### config.mk
export PLATFORM = sky130hd
export DESIGN_NAME = npu_out_deskew_flat
export DESIGN_NICKNAME = d
export VERILOG_FILES = /design/src/rtl/npu_out_deskew_if.sv /design/src/rtl/npu_out_deskew.sv /design/src/flat_wrapper.sv
export SDC_FILE = /design/constraint.sdc
export NUM_CORES = 1
export LEC_CHECK = 0
export ABC_AREA = 1
export CAP_MARGIN = 20
export CORE_MARGIN = 3
export CORE_UTILIZATION = 45
export CTS_BUF_LIST = sky130_fd_sc_hd__clkbuf_4 sky130_fd_sc_hd__clkbuf_8
export DETAILED_ROUTE_END_ITERATION = 10
export GPL_ROUTABILITY_DRIVEN = 1
export SLEW_MARGIN = 20
export SYNTH_ARGS = -nofsm -noshare
export SYNTH_HDL_FRONTEND = slang
export SYNTH_SLANG_ARGS = --single-unit
### constraint.sdc
create_clock -name clk -period 4.3 [get_ports clk]
set_input_delay 0.43 -clock clk [delete_from_list [all_inputs] [get_ports clk]]
set_output_delay 0.43 -clock clk [all_outputs]
set_load 0.02 [all_outputs]
### src/rtl/npu_out_deskew_if.sv
// Row-in / row-out bundle for the PE array output realignment stage.
// No logic of its own; carries combinational wires only.
// Backpressure: out_ready from the consumer, qualified by out_valid.
interface npu_out_deskew_if #(
  parameter int DWIDTH = 16,
  parameter int DEPTH  = 8
);
  logic                      in_valid;
  logic [DWIDTH-1:0]         col0;
  logic [DWIDTH-1:0]         col1;
  logic [DWIDTH-1:0]         col2;
  logic                      out_valid;
  logic                      out_ready;
  logic [3*DWIDTH-1:0]       out_data;
  logic [$clog2(DEPTH):0]    out_count;
  logic                      frame_done;
  logic                      overflow;

  // Array/consumer side: drives the strobe, columns and ready.
  modport master (
    output in_valid, col0, col1, col2, out_ready,
    input  out_valid, out_data, out_count, frame_done, overflow
  );

  // Deskew block side.
  modport slave (
    input  in_valid, col0, col1, col2, out_ready,
    output out_valid, out_data, out_count, frame_done, overflow
  );
endinterface

### src/rtl/npu_out_deskew.sv
// Removes the one-cycle-per-column skew of the PE array and buffers whole rows in a FIFO.
// Latency: in_valid at t -> pushed on edge ending t+LAT+2, out_valid/out_data from t+LAT+3.
// Backpressure: out_ready holds the registered head; rows arriving to a full, non-popping FIFO are dropped and overflow sticks.
module npu_out_deskew #(
  parameter int DWIDTH = 16,
  parameter int LAT    = 2,
  parameter int DEPTH  = 8,
  parameter int ROWS   = 3
) (
  input  logic              clk,
  input  logic              rst_n,
  input  logic              clear,
  npu_out_deskew_if.slave   bus
);

  localparam int AW = $clog2(DEPTH);
  localparam int CW = AW + 1;
  localparam int RW = 3 * DWIDTH;

  // vld_sr[k-1] is high k cycles after in_valid, so tap k of the valid pipe is vld_sr[k-1].
  logic [LAT+1:0]    vld_sr;
  logic              tap_c0;
  logic              tap_c1;
  logic              tap_push;

  logic [DWIDTH-1:0] c0_d1;
  logic [DWIDTH-1:0] c0_d2;
  logic [DWIDTH-1:0] c1_d1;
  logic [RW-1:0]     row;

  logic [RW-1:0]     mem [DEPTH];
  logic [AW-1:0]     rd_ptr;
  logic [AW-1:0]     wr_ptr;
  logic [AW-1:0]     rd_nxt;
  logic [CW-1:0]     count;
  logic [RW-1:0]     head;
  logic              full;
  logic              pop;
  logic              push_acc;

  logic [7:0]        row_cnt;
  logic              frame_pulse;
  logic              ovf;

  assign tap_c0   = vld_sr[LAT-1];
  assign tap_c1   = vld_sr[LAT];
  assign tap_push = vld_sr[LAT+1];

  // col2 arrives last and is used live; the other two are held back to line up with it.
  assign row      = {bus.col2, c1_d1, c0_d2};

  assign full     = (count == CW'(DEPTH));
  assign pop      = (count != '0) && bus.out_ready;
  // A full FIFO can still take a row when the head leaves on the same edge.
  assign push_acc = tap_push && (!full || pop);
  assign rd_nxt   = rd_ptr + AW'(1);

  // Valid pipe; a strobe coincident with clear is discarded.
  always_ff @(posedge clk) begin
    if (!rst_n || clear) begin
      vld_sr <= '0;
    end else begin
      vld_sr <= {vld_sr[LAT:0], bus.in_valid};
    end
  end

  // Deskew stages: each loads only when its own tap is valid, so back-to-back rows do not collide.
  always_ff @(posedge clk) begin
    if (!rst_n || clear) begin
      c0_d1 <= '0;
      c0_d2 <= '0;
      c1_d1 <= '0;
    end else begin
      if (tap_c0) c0_d1 <= bus.col0;
      if (tap_c1) begin
        c0_d2 <= c0_d1;
        c1_d1 <= bus.col1;
      end
    end
  end

  // Row storage; contents need no reset because only slots between the pointers are ever read.
  always_ff @(posedge clk) begin
    if (push_acc) mem[wr_ptr] <= row;
  end

  // Pointers and exact occupancy.
  always_ff @(posedge clk) begin
    if (!rst_n || clear) begin
      rd_ptr <= '0;
      wr_ptr <= '0;
      count  <= '0;
    end else begin
      if (push_acc) wr_ptr <= wr_ptr + AW'(1);
      if (pop)      rd_ptr <= rd_nxt;
      case ({push_acc, pop})
        2'b10:   count <= count + CW'(1);
        2'b01:   count <= count - CW'(1);
        default: count <= count;
      endcase
    end
  end

  // Registered head: refilled from the incoming row when the FIFO is (or becomes) empty, else from the next slot.
  always_ff @(posedge clk) begin
    if (!rst_n || clear) begin
      head <= '0;
    end else if (push_acc && ((count == '0) || (pop && (count == CW'(1))))) begin
      head <= row;
    end else if (pop && (count > CW'(1))) begin
      head <= mem[rd_nxt];
    end
  end

  // Frame row counter counts every push attempt, dropped or not, and pulses on the last row.
  always_ff @(posedge clk) begin
    if (!rst_n || clear) begin
      row_cnt     <= '0;
      frame_pulse <= 1'b0;
    end else begin
      frame_pulse <= 1'b0;
      if (tap_push) begin
        if (row_cnt == 8'(ROWS - 1)) begin
          row_cnt     <= '0;
          frame_pulse <= 1'b1;
        end else begin
          row_cnt <= row_cnt + 8'd1;
        end
      end
    end
  end

  // Sticky drop flag.
  always_ff @(posedge clk) begin
    if (!rst_n || clear) begin
      ovf <= 1'b0;
    end else if (tap_push && full && !pop) begin
      ovf <= 1'b1;
    end
  end

  assign bus.out_valid  = (count != '0);
  assign bus.out_data   = head;
  assign bus.out_count  = count;
  assign bus.frame_done = frame_pulse;
  assign bus.overflow   = ovf;

endmodule

### src/flat_wrapper.sv
// flat-port wrapper written by rule: the top's interface ports become plain ports
module npu_out_deskew_flat 
#(
  parameter int DWIDTH = 16,
  parameter int LAT    = 2,
  parameter int DEPTH  = 8,
  parameter int ROWS   = 3
)
  (clk, rst_n, clear, bus_in_valid, bus_col0, bus_col1, bus_col2, bus_out_ready, bus_out_valid, bus_out_data, bus_out_count, bus_frame_done, bus_overflow);
  npu_out_deskew_if #(.DWIDTH(DWIDTH), .DEPTH(DEPTH)) bus_i ();
  input  logic clk;
  input  logic rst_n;
  input  logic clear;
  input wire logic [$bits(bus_i.in_valid)-1:0] bus_in_valid;
  input wire logic [$bits(bus_i.col0)-1:0] bus_col0;
  input wire logic [$bits(bus_i.col1)-1:0] bus_col1;
  input wire logic [$bits(bus_i.col2)-1:0] bus_col2;
  input wire logic [$bits(bus_i.out_ready)-1:0] bus_out_ready;
  output wire logic [$bits(bus_i.out_valid)-1:0] bus_out_valid;
  output wire logic [$bits(bus_i.out_data)-1:0] bus_out_data;
  output wire logic [$bits(bus_i.out_count)-1:0] bus_out_count;
  output wire logic [$bits(bus_i.frame_done)-1:0] bus_frame_done;
  output wire logic [$bits(bus_i.overflow)-1:0] bus_overflow;
  assign bus_i.in_valid = bus_in_valid;
  assign bus_i.col0 = bus_col0;
  assign bus_i.col1 = bus_col1;
  assign bus_i.col2 = bus_col2;
  assign bus_i.out_ready = bus_out_ready;
  assign bus_out_valid = bus_i.out_valid;
  assign bus_out_data = bus_i.out_data;
  assign bus_out_count = bus_i.out_count;
  assign bus_frame_done = bus_i.frame_done;
  assign bus_overflow = bus_i.overflow;
  npu_out_deskew #(.DWIDTH(DWIDTH), .LAT(LAT), .DEPTH(DEPTH), .ROWS(ROWS)) u_core (.clk(clk), .rst_n(rst_n), .clear(clear), .bus(bus_i));
endmodule
==> After elaboration in Yosys (flattened, before gate mapping) <==
Memories as Yosys holds them, arrays and structs flattened.
Index checks and enable logic that the tools add are counted.
{ "word_totals": {"register_bits": 120, "latch_bits": 0, "ram_bits": 384, "romBits": 0, "out_inout_bits": 55, "memories": 1} }
{ "op_classes": {"add_sub_neg": 5, "n_mul": 0, "div": 0, "order_cmp": 1, "n_eq_ne": 5, "shift": 0, "mux": 7, "bitwise": 1, "n_reduce_logical": 18} }
{ "memory_table": {"columns": ["memory", "words", "word_bits", "rd", "rd_ports_with_merged_regs", "wr", "line_no", "rtl"], "rows": [
  ["u_core.mem", 8, 48, 1, 0, 1, "npu_out_deskew.sv:31", "logic [RW-1:0] mem [DEPTH];"]
]} }
{ "ops": {"columns": ["op", "n"], "rows": [
  ["$mux W48", 2],
  ["$add A8 B1 Y8 const B", 1],
  ["$eq A8 B2 Y1 const B", 1],
  ["$mux W8", 1],
  ["$pmux W4 S2", 1],
  ["$logic_and A1 B1 Y1", 7],
  ["$add A3 B1 Y3 const B", 2],
  ["$add A4 B1 Y4 const B", 1],
  ["$eq A4 B1 Y1 const B", 1],
  ["$eq A4 B4 Y1 const B", 1],
  ["$gt A4 B1 Y1 const B", 1],
  ["$logic_not A4 Y1", 1],
  ["$reduce_bool A2 Y1", 2],
  ["$reduce_bool A4 Y1", 1],
  ["$sub A4 B1 Y4 const B", 1],
  ["$logic_not A1 Y1", 3],
  ["$logic_or A1 B1 Y1", 3],
  ["$mux W1", 3],
  ["$eq A2 B1 Y1 const B", 1],
  ["$eq A2 B2 Y1 const B", 1],
  ["$reduce_or A2 Y1", 1],
  ["$not A1 Y1", 1]
]} }

==> Depth between registers and ports, before layout <==
Gate-level depths: netlist of the first run.
{ "logic_depth": {"word_depth": 6, "ltp_mapped": 14, "ltp_nobuf": 14} }

==> Worst setup path before layout of the first run <==
No wires, ideal clock.
{ "synth_timing": {"kind": "register to register", "from": "register u_core.count[0] (netlist: u_core.bus.out_count[0])", "to": "memory u_core.mem[0][0] in the netlist's numbering (enable)", "setup_ps": 454, "arrival_time_ps": 3562, "required_ps": 3846, "setup_slack_ps": 285, "stages_incl_launch_ff": 11, "n_path_buf": 1, "synth_period_minus_slack_ps": 4015, "cell_sequence": "dfxtp_1 inv_1 ha_1 nand2_1 inv_1 nand2_2 nand2_4 inv_2 buf_2 nand2_1 nor2_1"} }
{ "synth_via": {"elab_chain_cells": 6, "elab_cells_between_ends": 8, "cone_classes": "1 x eq/ne; 2 x mux; 5 x reduce/logical"} }
{ "synth_rtl": {"columns": ["element", "line_no", "rtl"], "rows": [
  ["from (decl)", "npu_out_deskew.sv:35", "logic [CW-1:0] count;"],
  ["from (signal assigned)", "npu_out_deskew.sv:97", "2'b10: count <= count + CW'(1);"],
  ["from (signal assigned)", "npu_out_deskew.sv:98", "2'b01: count <= count - CW'(1);"],
  ["from (signal assigned)", "npu_out_deskew.sv:99", "default: count <= count;"],
  ["$eq A4 B4 Y1 / $reduce_bool A4 Y1 (equally long branches)", "npu_out_deskew.sv:52, npu_out_deskew.sv:53", null],
  ["$logic_not A1 Y1 / $logic_and A1 B1 Y1 (equally long branches)", "npu_out_deskew.sv:55, npu_out_deskew.sv:53", null],
  ["$logic_or A1 B1 Y1 (*)", "npu_out_deskew.sv:55", "assign push_acc = tap_push && (!full || pop);"],
  ["$logic_and A1 B1 Y1 (*)", "npu_out_deskew.sv:55", null],
  ["$mux W1 (*)", "npu_out_deskew.sv:84", "if (push_acc) mem[wr_ptr] <= row;"],
  ["$mux W1 (implied by the code) (*)", "npu_out_deskew.sv:84", null],
  ["to (decl)", "npu_out_deskew.sv:31", null]
]} }
Mark *: on every way between the ends. The rest lies on a longest branch, timed or not.

==> Worst setup path in the final report of the first run <==
{ "layout_timing": {"from": "register u_core.count[0] (netlist: u_core.bus.out_count[0])", "to": "memory u_core.mem[4][20] in the netlist's numbering (enable)"} }
Same word-level chain as after synthesis.

==> key figures, run 1 <==
Run status
  – Status: completed

Timing
  – Maximum clock frequency: 316.9 MHz
  – Fin Hold WS: 0.3392 ns
  – Tcrit/Tclk final: 73.38%
  – Final hold violations: 0
  – Min Tclk post-route: 3.156 ns
  – Worst-Margin Slew: 0.9795 ns
  – Worst-case clock skew: 0.02337 ns
  – Slew margin rel.: 34.61%
  – Setup violations, final: 0
  – Setup TNS: 0 ns
  – RSZ-0062 raised after global routing: false
  – Slew Limit Fails: 0

GRT
  – Vias in the first global route: 14,160
  – Met1 usage in global routing: 27.69%
  – Most Crowded Layer GR: met2
  – Largest net degree at the start of global routing: 193
  – Overflow after GRT: 0
  – M3 GR Usage: 3.613%
  – Grt met2 use: 35.61%
  – Initial antenna violation count: 1
  – Global-route wire length before repair: 78.89 mm
  – Total GRT Usage: 21.12%

Cells and area
  – Diode count: 0
  – Filler cells: 3,888
  – Commonest non-fill, non-tap cell in the layout: nand2_1
  – Layout net count: 2,128
  – Area grow syn2layout: 16.76%
  – Final Instance Area: 23,940 µm²
  – Most frequent cells in the layout: nand2_1, edfxtp_1, nand3_1, dfxtp_1, clkdlybuf4s50_1
  – Share of cells above drive strength 1: 9.836%

Synth
  – #FFs+latches synth: 504
  – Mean Syn Cell Area: 10.43 µm²
  – Yosys warns: 0
  – Seq/Total Area, Yosys: 67.96%
  – Synthesized cell area: 20,500 µm²
  – Synthesized net count: 2,027
  – Syn Inst Count: 1,965
  – Synth cell types: 31

Floorplanning
  – # rows: 77
  – Die width: 219.5 µm
  – Die Y: 219.5 µm
  – Number of I/O pins: 108
  – CORE AREA: 44,610 µm²
  – Initial core utilization: 45.96%
  – Die area: 48,160 µm²

Routing
  – Mean routed wirelength per cell: 18.56 µm
  – Detailed Route Iter0 Violations: 926
  – DR pass1 iterations: 5
  – DR vias/cell: 5.238
  – Drt drc: 0
  – WL final: 50.62 mm
  – Routed Antenna Nets: 0
  – Vias: 14,285

Clock network
  – CTS tree: built
  – CTS clk-pin slew, worst paths: 0.06 ns
  – Num CTS Buffers: 82
  – Postcts setup bufs: 0
  – Clk sinks: 504
  – H-tree levels: 3
  – Clk_lat worst skew: 0.63 ns
  – Clock Tree Buf Depth: 3
  – Hold Buf Count CTS: 0
  – Post-cts repair resize count: 0
  – Clock root buffer: clkbuf_8

Power and ir drop
  – Int Pwr: 7.788 mW
  – Clock power frac: 45.1%
  – Cell Pwr Density: 404.0 nW/µm²
  – Pleak: 8.993 nW
  – Worst ir drop on vdd: 0.2857 mV
  – Logic pwr share: 1.2%
  – Switch share: 19.47%
  – Sequential Power Share: 53.7%
  – Net Sw Power: 1.883 mW

Critical path
  – Nature of the critical path endpoint: flop
  – Worst path required time: 4.61 ns
  – Worst path max stage delay: 0.69 ns
  – CP Max Fanout: 23
  – Worst Setup Path Type: flop to flop
  – Slowest CP cell: nor2_4
  – CP cell instances: inv_1 > ha_1 > nand2_1 > inv_1 > nand2_2 > nand2_4 > inv_2 > nand2_1 > nor2_4 > buf_12
  – Buffers & Inverters on Critical Path: 4
  – CP startpoint kind: flop
  – Crit path max-delay family: simple AND/OR/NAND/NOR gates
  – Data arrival time of the critical path: 3.47 ns

Min path
  – Worst min path class: input port to flop

Placement
  – DP Area: 22,170 µm²
  – Final Wtd Congestion: 0.7791
  – Port buffer count: 107
  – Half-perimeter wire length after placement: 27.37 mm

Flow run
  – Max cap viols: 0
worst reg2reg max path, delay by kind of cell, from the launching register on:
kind	cells	cell delay [ns]
buffers and inverters	4	0.85
DFF	1	0.40
and+or+nand+nor	5	1.33
adders and majority gates	1	0.27
per-stage QoR:
| step | cells | utilization [%] | total power [mW] | setup WS, ns |
|---|---|---|---|---|
| final | 2727 | 53.66 | 9.671 | 1.145 |
| after global routing | 2727 | 53.66 | 10.00 | 0.8991 |
| after CTS | 2727 | 53.66 | 9.778 | 1.162 |
| after detailed placement | 2574 | 49.69 | 5.412 | 0.9930 |
| after global placement | 2574 | 49.69 | 5.411 | 1.040 |
| after floorplan | 1965 | - | 5.328 | 0.2848 |
path summary, 6_finish.rpt:
path	start	to	slack (ns)	cells past startpoint
max	u_core.bus.out_count[0]$_SDFFE_PP0P_	u_core.mem[4][20]$_DFFE_PP_	1.14	10
min reg2reg	u_core.vld_sr[0]$_SDFF_PP0_	u_core.vld_sr[1]$_SDFF_PP0_	0.41	2
min	bus_in_valid	u_core.vld_sr[0]$_SDFF_PP0_	0.34	3
max reg2reg	u_core.bus.out_count[0]$_SDFFE_PP0P_	u_core.mem[4][20]$_DFFE_PP_	1.14	10
cells in the mapped netlist:
cell        n  area share, %
a21oi_1    75            1.8
inv_1      60            1.1
xor2_1      2          0.085
nand2_1   642             12
clkbuf_1   50           0.92
and3_1      1          0.031
ha_1        9           0.55
nor3_1      3          0.073
clkinv_1    3          0.055
nand3b_1   60            2.2
buf_2      51            1.2
nand2_2     4           0.12
buf_1      11           0.20
nand2_4     4           0.22
nor2_1    106            1.9
nor3b_1     2          0.073
inv_2       5          0.092
o21a_1      1          0.037
nand3_1   286            7.0
a31oi_1     5           0.15
o21ai_2     1          0.043
dfxtp_1   120             12
edfxtp_1  384             56
nor2_4      1          0.055
nor2_8      1          0.098
buf_4       2          0.073
nand4_1     2          0.061
o21ai_1    10           0.24
o21ai_0    55            1.3
xnor2_1     2          0.085
buf_6       7           0.38
per-layer routing:
metal | up-vias | wire, µm | share of wire [%]
li1 | 6906 | - | -
met1 | 6845 | 22030 | 44
met2 | 439 | 24430 | 48
met3 | 93 | 3016 | 6.0
met4 | 2 | 1138 | 2.2
met5 | - | 13 | 0.026
area by class of cell:
class | count | area (µm²) | share of cell area, %
Clock buffer | 141 | 1665 | 6.957
Sequential cell | 504 | 13940 | 58.22
Clock inverter | 12 | 106.4 | 0.4443
Tap cell | 592 | 740.7 | 3.094
Multi-Input combinational cell | 1272 | 5836 | 24.38
Inverter | 68 | 261.5 | 1.092
Timing Repair Buffer | 138 | 1391 | 5.812
kinds of logic (layout without fill, tap and decap cells):
logic type,Yosys count,count (layout),share of synthesized area [%]
xor+xnor,4,4,0.1709
buf+inv,189,359,4.064
flops,504,504,67.96
simple gates,1112,1112,23.61
fa+ha+maj,9,9,0.5493
compound gates,147,147,3.649
power by group through the flow:
stage                     Sequential, mW  Clock [mW]  Combinational (mW)
final                               5.19        4.36               0.115
after global routing                5.19        4.69               0.125
after CTS                           5.19        4.47               0.116
after detailed placement            5.30           0               0.116
after global placement              5.30           0               0.115
after floorplan                     5.30           0              0.0309
flip-flops by register name, indices dropped and copies added, names as in the netlist:
name and count:
u_core.c0_d2 16, u_core.mem 384, u_core.row_cnt 8, u_core.vld_sr 4, u_core.c1_d1 16, u_core.bus.out_data 48, u_core.rd_ptr 3, u_core.bus.frame_done 1
u_core.wr_ptr 3, u_core.bus.out_count 4, u_core.c0_d1 16, u_core.bus.overflow 1
Note: power is estimated with default switching activity, not from simulation.
==> run 2: changes to the inputs <==
--- a/config.mk
+++ b/config.mk
@@ -12,6 +12,7 @@
 export CTS_BUF_LIST = sky130_fd_sc_hd__clkbuf_4 sky130_fd_sc_hd__clkbuf_8
 export DETAILED_ROUTE_END_ITERATION = 10
 export GPL_ROUTABILITY_DRIVEN = 1
+export PLACE_DENSITY = 0.65
 export SLEW_MARGIN = 20
 export SYNTH_ARGS = -nofsm -noshare
 export SYNTH_HDL_FRONTEND = slang
==> constraint.sdc (replaced) <==
create_clock -name clk -period 2.5 [get_ports clk]
set_input_delay 0.25 -clock clk [delete_from_list [all_inputs] [get_ports clk]]
set_output_delay 0.25 -clock clk [all_outputs]
set_load 0.02 [all_outputs]
==> key figures, run 2 (synthesized netlist as in run 1, its figures left out) <==
Cells and area
  – Commonest non-fill, non-tap cell in the layout: nand2_1
  – Register area: 13,940 µm² (about the same)
  – Layout net count: 2,143 (+0.70%)
  – Share of cells above drive strength 1: 10.24% (+0.40 points)
  – Reg with most FFs: u_core.mem
  – Area of the multi-input gates: 5843 µm² (+0.13%)
  – Max reg flops: 384 (unchanged)
  – Final Instance Area: 24,180 µm² (+1.0%)
  – Diode count: 0 (unchanged)
  – Area grow syn2layout: 17.94%
  – Most frequent cells in the layout: nand2_1, edfxtp_1, nand3_1, dfxtp_1, clkdlybuf4s50_1
  – Filler cells: 3,803 (-2.2%)

Timing
  – Tcrit/Tclk final: 93.48%
  – Setup violations, final: 0 (unchanged)
  – Min Tclk post-route: 2.337 ns
  – RSZ-0062 raised after global routing: false
  – Fin Hold WS: 0.1436 ns (-0.1956 ns)
  – Final hold violations: 0 (unchanged)
  – Maximum clock frequency: 427.9 MHz
  – Worst-case clock skew: 0.01950 ns (-0.003875 ns)
  – Slew Limit Fails: 0 (unchanged)
  – Slew margin rel.: 45.06% (+10 points)
  – Worst-Margin Slew: 0.8241 ns (-0.1554 ns)

Floorplanning
  – Initial core utilization: 45.96% (unchanged)
  – CORE AREA: 44,610 µm² (unchanged)
  – Die width: 219.5 µm (unchanged)
  – # rows: 77 (unchanged)
  – Die area: 48,160 µm² (unchanged)
  – Die Y: 219.5 µm (unchanged)
  – Number of I/O pins: 108 (unchanged)

Critical path
  – Nature of the critical path endpoint: output pin
  – R2R Setup Slk: 0.31 ns (-0.83 ns)
  – Worst Setup Path Type: flop to output pin
  – Worst path required time: 2.25 ns (-2.36 ns)
  – CP startpoint kind: flop
  – CP Max Fanout: 5 (-78%)
  – Data arrival time of the critical path: 2.09 ns (-1.38 ns)

Placement
  – Port buffer count: 107 (unchanged)
  – DP Area: 22,490 µm² (+1.5%)
  – Half-perimeter wire length after placement: 27.36 mm (about the same)
  – Final Wtd Congestion: 0.7670 (-1.6%)

GRT
  – Initial antenna violation count: 0 (-1)
  – Total GRT Usage: 20.78% (-0.34 points)
  – Global-route wire length before repair: 78.11 mm (-1.0%)
  – Overflow after GRT: 0 (unchanged)
  – Vias in the first global route: 14,107 (-0.37%)
  – Largest net degree at the start of global routing: 119 (-38%)

Power and ir drop
  – Pleak: 9.086 nW (+1.0%)
  – Cell Pwr Density: 674.8 nW/µm² (+67%)
  – Worst ir drop on vdd: 0.3976 mV (+39%)

Clock network
  – H-tree levels: 3 (unchanged)
  – Clk sinks: 504 (unchanged)
  – Post-cts repair resize count: 0 (unchanged)
  – Clk_lat worst skew: 0.64 ns (about the same)
  – Hold Buf Count CTS: 0 (unchanged)
  – Clock Tree Buf Depth: 3 (unchanged)
  – CTS tree: built
  – CTS clk-pin slew, worst paths: 0.06 ns (about the same)
  – Clock root buffer: clkbuf_8
  – Postcts setup bufs: 0 (unchanged)
  – Num CTS Buffers: 82 (unchanged)

Routing
  – Drt drc: 0 (unchanged)
  – WL final: 49.84 mm (-1.6%)
  – Routed Antenna Nets: 0 (unchanged)
  – Mean routed wirelength per cell: 18.18 µm (-2.1%)
  – DR pass1 iterations: 5 (unchanged)
  – Detailed Route Iter0 Violations: 1,455 (+57%)
  – DR vias/cell: 5.241 (about the same)
  – Vias: 14,365 (+0.56%)

Flow run
  – Max cap viols: 0 (unchanged)

Min path
  – Worst min path class: input port to flop

Run status
  – Status: completed
## run 2: layer usage
layer | part of all wire (%) | vias up | track usage (%)
met5 | 0 | - | 0
met4 | 2.7 | 0 | 7.151
met3 | 6.0 | 110 | 3.461
met2 | 49 | 459 | 34.80
met1 | 43 | 6861 | 27.58
li1 | - | 6935 | -
## run 2: report_power, final
part | internal [mW] | leakage (nW) | switching (mW)
registers | 8.93 | 4.53 | 0.00384
clock network | 3.94 | 0.902 | 3.24
logic | 0.0919 | 3.66 | 0.113
## run 2: worst paths after layout
check                                                     startpoint                                   end  cells past startpoint
worst min-delay path                                    bus_in_valid           u_core.vld_sr[0]$_SDFF_PP0_                      3
worst min register to register           u_core.vld_sr[0]$_SDFF_PP0_           u_core.vld_sr[1]$_SDFF_PP0_                      2
worst max-delay path            u_core.bus.out_count[0]$_SDFFE_PP0P_                         bus_out_valid                      4
worst max register to register  u_core.bus.out_count[0]$_SDFFE_PP0P_  u_core.bus.out_data[25]$_SDFFE_PP0P_                     10
## run 2: final cells by class
cell class | count | area share, %
Clock buffer | 121 | 6.318
Timing Repair Buffer | 153 | 7.047
Inverter | 68 | 1.092
Sequential cell | 504 | 57.66
Clock inverter | 31 | 0.6571
Tap cell | 592 | 3.063
Multi-Input combinational cell | 1272 | 24.16
## run 2: stage by stage
stage | instances | utilization (%) | setup TNS (ns) | total power, mW | setup WS, ns
finish | 2741 | 54.21 | 0 | 16.32 | 0.1630
global route | 2741 | 54.21 | 0 | 16.86 | 0.05010
CTS | 2741 | 54.21 | 0 | 16.48 | 0.08915
detailed placement | 2589 | 50.43 | 0 | 9.313 | 0.2872
global placement | 2589 | 50.42 | 0 | 9.310 | 0.1125
floorplan | 1965 | - | -66.19 | 9.162 | -0.3447
## run 2: worst max-delay path, cell delays in order, from the launching register on
cell	delay (ns)
dfxtp_4	0.36
inv_1	0.09
ha_1	0.27
nand2_4	0.12
clkdlybuf4s50_1	0.62
==> run 3: changes to the inputs <==
==> constraint.sdc (replaced) <==
create_clock -name clk -period 1.9 [get_ports clk]
set_input_delay 0.19 -clock clk [delete_from_list [all_inputs] [get_ports clk]]
set_output_delay 0.19 -clock clk [all_outputs]
set_load 0.02 [all_outputs]
==> key figures, run 3 (synthesized netlist as in run 1, its figures left out) <==
Run status
  – Status: completed

Clock network
  – Clock Tree Buf Depth: 3 (unchanged)
  – CTS tree: built
  – Num CTS Buffers: 82 (unchanged)
  – CTS clk-pin slew, worst paths: 0.06 ns (about the same)
  – Clock root buffer: clkbuf_8
  – Clk_lat worst skew: 0.62 ns (-0.02 ns)
  – Clk sinks: 504 (unchanged)
  – H-tree levels: 3 (unchanged)
  – Hold Buf Count CTS: 0 (unchanged)

Critical path
  – CP Max Fanout: 23 (+18)
  – Nature of the critical path endpoint: flop
  – Worst path required time: 2.19 ns (-0.06 ns)
  – Slowest CP cell: dfxtp_4
  – Buffers & Inverters on Critical Path: 5 (+3)
  – R2R Setup Slk: 0.05 ns (-0.26 ns)
  – Stages on the worst setup path: 11 (+7)
  – Worst Setup Path Type: flop to flop
  – Worst path max stage delay: 0.36 ns (-0.26 ns)
  – Data arrival time of the critical path: 2.14 ns (+0.05 ns)
  – Crit path max-delay family: buffers and inverters
  – CP startpoint kind: flop
  – CP cell instances: inv_4 > ha_4 > nand2_1 > inv_1 > nand2_2 > nand2_4 > nor2_1 > inv_2 > nor2_4 > buf_4 > buf_12
  – Reg2Reg Depth: 11 (+1)

GRT
  – Vias in the first global route: 14,335 (+1.6%)
  – Overflow after GRT: 0 (unchanged)
  – Total GRT Usage: 21.34% (+0.56 points)
  – Global-route wire length before repair: 79.74 mm (+2.1%)
  – Initial antenna violation count: 0 (unchanged)
  – Largest net degree at the start of global routing: 72 (-39%)

Timing
  – Slew Limit Fails: 0 (unchanged)
  – Maximum clock frequency: 540.9 MHz
  – Setup TNS: 0 ns (unchanged)
  – RSZ-0062 raised after global routing: true
  – Tcrit/Tclk final: 97.31%
  – Setup violations, final: 0 (unchanged)
  – Worst-Margin Slew: 0.5911 ns (-0.2330 ns)
  – Final hold violations: 0 (unchanged)
  – Fin Hold WS: 0.1100 ns (-0.03366 ns)
  – Slew margin rel.: 60.59% (+16 points)
  – Min Tclk post-route: 1.849 ns
  – Worst-case clock skew: 0.03234 ns (+0.01284 ns)

Min path
  – Depth of the worst hold-timing path: 3 (unchanged)
  – Worst min path class: input port to flop

Power and ir drop
  – Cell Pwr Density: 870.1 nW/µm² (+29%)
  – Pwr Total: 21.71 mW (+33%)
  – Worst ir drop on vdd: 0.4902 mV (+23%)
  – Pleak: 9.544 nW (+5.0%)

Routing
  – WL final: 52.23 mm (+4.8%)
  – Vias: 14,516 (+1.1%)
  – Routed Antenna Nets: 0 (unchanged)
  – Detailed Route Iter0 Violations: 1,301 (-11%)
  – Mean routed wirelength per cell: 18.77 µm (+3.2%)
  – DR vias/cell: 5.216 (-0.47%)
  – DR pass1 iterations: 5 (unchanged)
  – Drt drc: 0 (unchanged)

Cells and area
  – Final std cells w/o fill: 2,783 (+1.5%)
  – Share of cells above drive strength 1: 12.46% (+2.2 points)
  – Reg with most FFs: u_core.mem
  – Filler cells: 3,749 (-1.4%)
  – Area grow syn2layout: 21.70%
  – Commonest non-fill, non-tap cell in the layout: nand2_1
  – Final core occ: 55.94% (+1.7 points)
  – Most frequent cells in the layout: nand2_1, edfxtp_1, nand3_1, dfxtp_1, nor2_1
  – Diode count: 0 (unchanged)
  – Layout net count: 2,187 (+2.1%)
  – Max reg flops: 384 (unchanged)

Floorplanning
  – CORE AREA: 44,610 µm² (unchanged)
  – Die area: 48,160 µm² (unchanged)
  – Initial core utilization: 45.96% (unchanged)
  – # rows: 77 (unchanged)
  – Number of I/O pins: 108 (unchanged)
  – Die width: 219.5 µm (unchanged)
  – Die Y: 219.5 µm (unchanged)

Placement
  – Port buffer count: 107 (unchanged)
  – Final Wtd Congestion: 0.7711 (+0.53%)
  – Placed insts: 2,620 (+1.2%)
  – Half-perimeter wire length after placement: 28.50 mm (+4.2%)

Flow run
  – Max cap viols: 0 (unchanged)
## run 3: cell count changes in the layout (fill, tap and decap cells not counted), moves of 3 or more
| cell | delta |
|---|---|
| inv_1 | -3 |
| clkinv_2 | -3 |
| clkinv_1 | -7 |
| clkdlybuf4s50_1 | -11 |
| dlygate4sd2_1 | +9 |
| buf_12 | +17 |
| clkbuf_8 | -3 |
| buf_4 | +15 |
| clkbuf_16 | +7 |
| clkbuf_4 | +12 |
## run 3: final timing paths
path / from / to
max: u_core.bus.out_count[1]$_SDFFE_PP0P_ / u_core.mem[5][9]$_DFFE_PP_
min: bus_in_valid / u_core.vld_sr[0]$_SDFF_PP0_
max reg2reg: u_core.bus.out_count[1]$_SDFFE_PP0P_ / u_core.mem[5][9]$_DFFE_PP_
min reg2reg: u_core.vld_sr[0]$_SDFF_PP0_ / u_core.vld_sr[1]$_SDFF_PP0_
## run 3: power breakdown
group	leakage [nW]	total, mW	switching (mW)	internal [mW]
Clock	0.930	9.68	4.14	5.54
Combinational	4.09	0.283	0.149	0.134
Sequential	4.53	11.8	0.00489	11.7
## run 3: repair_timing
item,in CTS,in global routing
resized for setup,9,9
cloned,0,7
buffers inserted,0,6
setup endpoints to repair,9,104
pin swaps,0,4
## run 3: through the flow
step	setup slack, ns	area (µm²)
floorplan	-0.4043	20610
global placement	-0.05933	22940
detailed placement	-0.07482	22940
CTS	0.01020	24660
global route	-0.07695	24950
finish	0.05115	24950
## run 3: tightest hold or removal path: cells and delay by family
kind,cells,cell delay [ns]
and+or+nand+nor,1,0.03
buffers and inverters,2,0.44
## run 3: area by class of cell
| cell class | instances | area (µm²) | area share [%] |
|---|---|---|---|
| Multi-Input combinational cell | 1272 | 5864 | 23.50 |
| Clock inverter | 20 | 150.1 | 0.6017 |
| Sequential cell | 504 | 13940 | 55.89 |
| Inverter | 68 | 269.0 | 1.078 |
| Clock buffer | 130 | 1577 | 6.318 |
| Tap cell | 592 | 740.7 | 2.969 |
| Timing Repair Buffer | 197 | 2406 | 9.643 |
## run 3: routing by layer
| metal | track usage, % | vias to the layer above | routed length (µm) |
|---|---|---|---|
| met1 | 28.60 | 6896 | 22590 |
| met2 | 35.50 | 488 | 25230 |
| met4 | 7.885 | 0 | 1303 |
| met5 | 0 | - | 0 |
| met3 | 3.116 | 97 | 3104 |
| li1 | - | 7035 | - |
